--- src/rtl/prio_enc_pkg.sv ---
// Shared constants and helpers for the registered priority encoder.
package prio_enc_pkg;

   localparam logic MODE_FIXED = 1'b0;
   localparam logic MODE_RR    = 1'b1;

   // Width of an index into an n-entry vector, never below one bit.
   function automatic int unsigned idx_width(input int unsigned n);
      return (n <= 2) ? 1 : $clog2(n);
   endfunction

endpackage

--- src/rtl/prio_pick.sv ---
// Combinational picker: first set bit of vec at or above start, wrapping N-1 -> 0.
module prio_pick
   import prio_enc_pkg::*;
#(
   parameter int unsigned N = 8,
   parameter int unsigned W = idx_width(N)
) (
   input  logic [N-1:0] i_vec,
   input  logic [W-1:0] i_start,
   output logic [W-1:0] o_idx,
   output logic         o_found
);

   always_comb begin
      o_idx   = '0;
      o_found = 1'b0;
      for (int k = 0; k < int'(N); k++) begin
         int p;
         p = int'(i_start) + k;
         // Wrap at N rather than 2^W so non-power-of-two sizes stay in range.
         if (p >= int'(N)) p = p - int'(N);
         if (!o_found && i_vec[p]) begin
            o_idx   = W'(p);
            o_found = 1'b1;
         end
      end
   end

endmodule

--- src/rtl/prio_enc_rr.sv ---
// Registered priority encoder with fixed or round-robin search and a saturating error count.
module prio_enc_rr
   import prio_enc_pkg::*;
#(
   parameter int unsigned N  = 8,
   parameter int unsigned CW = 8,
   parameter int unsigned W  = idx_width(N)
) (
   input  logic          clk,
   input  logic          rst_n,
   input  logic [N-1:0]  din,
   input  logic          din_valid,
   output logic          din_ready,
   input  logic          mode,
   output logic [W-1:0]  dout,
   output logic          dout_valid,
   input  logic          dout_ready,
   output logic          multi,
   output logic          none,
   output logic [CW-1:0] err_cnt
);

   logic [W-1:0]  r_dout;
   logic          r_dout_valid;
   logic          r_multi;
   logic          r_none;
   logic [CW-1:0] r_err_cnt;
   logic [W-1:0]  r_ptr;

   logic          w_accept;
   logic [W-1:0]  w_start;
   logic [W-1:0]  w_idx;
   logic          w_found;
   logic          w_multi;
   logic [W-1:0]  w_ptr_next;

   assign din_ready = !r_dout_valid || dout_ready;
   assign w_accept  = din_valid && din_ready;
   assign w_start   = (mode == MODE_RR) ? r_ptr : '0;
   // Clearing the lowest set bit leaves something only if two or more were set.
   assign w_multi   = |(din & (din - N'(1)));
   assign w_ptr_next = (w_idx == W'(N - 1)) ? '0 : w_idx + W'(1);

   prio_pick #(
      .N(N),
      .W(W)
   ) u_pick (
      .i_vec  (din),
      .i_start(w_start),
      .o_idx  (w_idx),
      .o_found(w_found)
   );

   always_ff @(posedge clk) begin
      if (!rst_n) begin
         r_dout       <= '0;
         r_dout_valid <= 1'b0;
         r_multi      <= 1'b0;
         r_none       <= 1'b0;
         r_err_cnt    <= '0;
         r_ptr        <= '0;
      end else begin
         if (w_accept) begin
            r_dout       <= w_found ? w_idx : '0;
            r_dout_valid <= 1'b1;
            r_multi      <= w_multi;
            r_none       <= !w_found;
            if ((w_multi || !w_found) && (r_err_cnt != '1)) begin
               r_err_cnt <= r_err_cnt + CW'(1);
            end
            if ((mode != MODE_FIXED) && w_found) begin
               r_ptr <= w_ptr_next;
            end
         end else if (dout_ready) begin
            r_dout_valid <= 1'b0;
         end
      end
   end

   assign dout       = r_dout;
   assign dout_valid = r_dout_valid;
   assign multi      = r_multi;
   assign none       = r_none;
   assign err_cnt    = r_err_cnt;

endmodule

--- config.mk ---
export PLATFORM = sky130hd
export DESIGN_NAME = prio_enc_rr
export DESIGN_NICKNAME = d
export VERILOG_FILES = /design/src/rtl/prio_enc_pkg.sv /design/src/rtl/prio_pick.sv /design/src/rtl/prio_enc_rr.sv
export SDC_FILE = /design/constraint.sdc
export NUM_CORES = 1
export LEC_CHECK = 0
export ABC_AREA = 0
export CAP_MARGIN = 20
export CORE_MARGIN = 5
export CORE_UTILIZATION = 49
export DETAILED_ROUTE_END_ITERATION = 16
export PLACE_DENSITY = 0.76
export SLEW_MARGIN = 20
export SYNTH_ARGS = -nofsm -noshare
export SYNTH_HDL_FRONTEND = slang
export SYNTH_SLANG_ARGS = --single-unit
--- constraint.sdc ---
create_clock -name clk -period 3.17 [get_ports clk]
set_input_delay 0.317 -clock clk [delete_from_list [all_inputs] [get_ports clk]]
set_output_delay 0.317 -clock clk [all_outputs]
set_load 0.02 [all_outputs]
==> qor.csv <==
metric,value,unit
status,completed,
finalCriticalPeriod,3.06,ns
p_int,522,uW
rsz0062_at_grt,false,
dp_hpwl,4270,um
diodes,0,
path_max_fanout,9,
synth_most_common_cell,nand2_1,
drt_pass1_iterations,4,
fill_cells,306,
die-area,5100,um2
synth.avg_cell_area,8.39,um2
critical_path.max_stage_delay,0.60,ns
clk_latency,0.25,ns
wl_per_cell,16.1,um
setup_violations,0,
grt_use_total,0.210,
yosysWarnings,0,
reg2reg_slack,0.11,ns
finalClockSkew,0.00465,ns
antenna_left,0,
comb_power_share,0.508,
p_leak,0.00104,uW
ys_top_cells_by_count,"nand2_1 (26), mux2i_1 (22), dfxtp_1 (17)",
synth_edf_count,0,
synth_top_area_cell,dfxtp_1,
gp_congestion,0.978,
die_h,71.4,um
fp.dieW,71.4,um
drc_errors,0,
p_seq_frac,0.292,
crit_required,3.30,ns
synth_top_area_share,0.184,
crit_type,register to register,
drive_above_1_share,0.263,
pin_count,28,
antenna_found_initial,0,
tightest_slew,0.720,ns
clock_path_buffers,2,
setup_ws,0.107,ns
vdd_drop_max,0.000259,V
syn_area,1850,um2
vias,1967,
area_delta_synth_final,36.3,%
syn_nets,237,
max_cap_violations,0,
min_path_type,register to register,
hold_viol_final,0,
ys_types,58,
clockRootBuffer,clkbuf_8,
cts_tree,built,
critPathCaptureType,register,
switching_share,0.353,
power_density,321,nW/um2
fin_crit_sh,0.966,
core,3660,um2
worstPathArrival,3.19,ns
synthTopCellsByArea,"dfxtp_1 (18%), mux2i_1 (12%), mux4_2 (8.5%), nand2_1 (5.3%), nor2_1 (3.3%)",
viasPerCell,5.91,
final_cells,333,
grt_pass1_vias,1879,
synth-seq-cells,17,
port_buffers,27,
cts_buffers,3,
slew_violations,0,
clockPowerShare,0.200,
ys_async_sr_fraction,0,
grt_max_degree,14,
switching_power,285,uW
crit_slowest_cell,mux4_2,
slew_headroom,0.517,
path_clk_slew,0.07,ns
grt_pass1_wl,8780,um
wirelength,5360,um
clkSinkCount,17,
synthCells,220,
ys_seq_area_frac,0.184,
ys.flop_type,dfxtp_1,
drtIter0Drc,182,
pre_cts_ws,-0.303,ns
start_kind,register,
nets,303,
maxClockFrequency,327,MHz
worstPathCellList,buf_4 -> and2_1 -> o21a_1 -> mux4_2 -> o2111ai_2 -> a32oi_1 -> a211o_1 -> and2_1 -> ha_1 -> ha_1 -> mux2i_1 -> nor2_1,
grt_overflow,0,
dpl.cell_count,328,
tns,0,ns
htree_levels,1,
initial_core_util,0.504,
row_count,22,
[metal layers]
layer / vias up / GRT usage / routed length [um]
met5: - / 0 / 0
li1: 959 / - / -
met4: 0 / 0.0438 / 34
met1: 924 / 0.295 / 2460
met3: 4 / 0.0252 / 327
met2: 80 / 0.345 / 2540
[cells by family (layout without fill, tap and decap cells)]
family / count (synthesis) / after routing / synth area share
fa+ha+maj: 6 / 6 / 0.0379
simple gates: 80 / 80 / 0.217
compound gates: 55 / 55 / 0.210
xor+xnor: 6 / 6 / 0.0285
mux: 34 / 34 / 0.249
flops: 17 / 17 / 0.184
buf+inv: 22 / 87 / 0.0725
[what timing repair did]
action                     in CTS  in global routing
hold endpoints to repair        0                  0
resized for setup               6                  5
hold buffers                    0                  0
buffers inserted                1                  0
pin swaps                       2                  1
setup endpoints to repair       1                  1
[registers in the layout, summed over array words and instances (netlist names)]
name / cells
err_cnt: 8
dout: 3
r_ptr: 3
dout_valid: 1
multi: 1
none: 1
[metrics by stage]
step	hold slack, ns	total power [uW]	utilization	cell area (um2)
4_1_cts	0.492	800	0.684	2500
6_report	0.487	807	0.688	2520
5_1_grt	0.523	854	0.688	2520
3_3_place_gp	0.471	625	0.666	2440
3_5_place_dp	0.478	631	0.666	2440
2_1_floorplan	0.446	467	-	1850
[cell type report]
type / instances / area, um2 / share of cell area
repair buffers: 74 / 634 / 0.252
multi-input cells: 181 / 1400 / 0.555
well taps: 48 / 60.1 / 0.0239
clock buffers: 3 / 41.3 / 0.0164
inverters: 9 / 38.8 / 0.0154
clock inverters: 1 / 5.00 / 0.00199
flip-flops and latches: 17 / 342 / 0.136
[critical path: cells and delay by family, from the launching register on]
| kind | cells | cell delay, ns |
|---|---|---|
| adders and majority gates | 2 | 0.46 |
| muxes | 2 | 0.76 |
| and+or+nand+nor | 3 | 0.44 |
| DFF | 1 | 0.37 |
| buffers and inverters | 1 | 0.20 |
| AOI/OAI and AO/OA | 4 | 0.71 |
[cells in the final DEF, fill, tap and decap left out, drive strengths merged, types with 6 or more instances in the layout]
cell / instances
nor2: 16
dfxtp: 17
clkdlybuf4s50: 26
mux2i: 23
o21ai: 11
nand2: 26
nand2b: 6
buf: 47
nand3: 6
inv: 9
a21oi: 10
and2: 7
mux4: 8
[power by group through the flow]
stage                     clock network (uW)  registers [uW]  logic (uW)
after floorplan                            0             246         221
after global placement                     0             240         386
after detailed placement                   0             240         391
after CTS                                164             235         401
after global routing                     174             237         443
final                                    161             236         410
[final timing paths]
kind / from / end / depth (start not counted)
hold / removal: err_cnt[5] / err_cnt[5] / 2
setup / recovery: r_ptr[1] / r_ptr[2] / 12
setup reg to reg: r_ptr[1] / r_ptr[2] / 12
hold reg to reg: err_cnt[5] / err_cnt[5] / 2
Note: power is estimated with default switching activity, not from simulation.
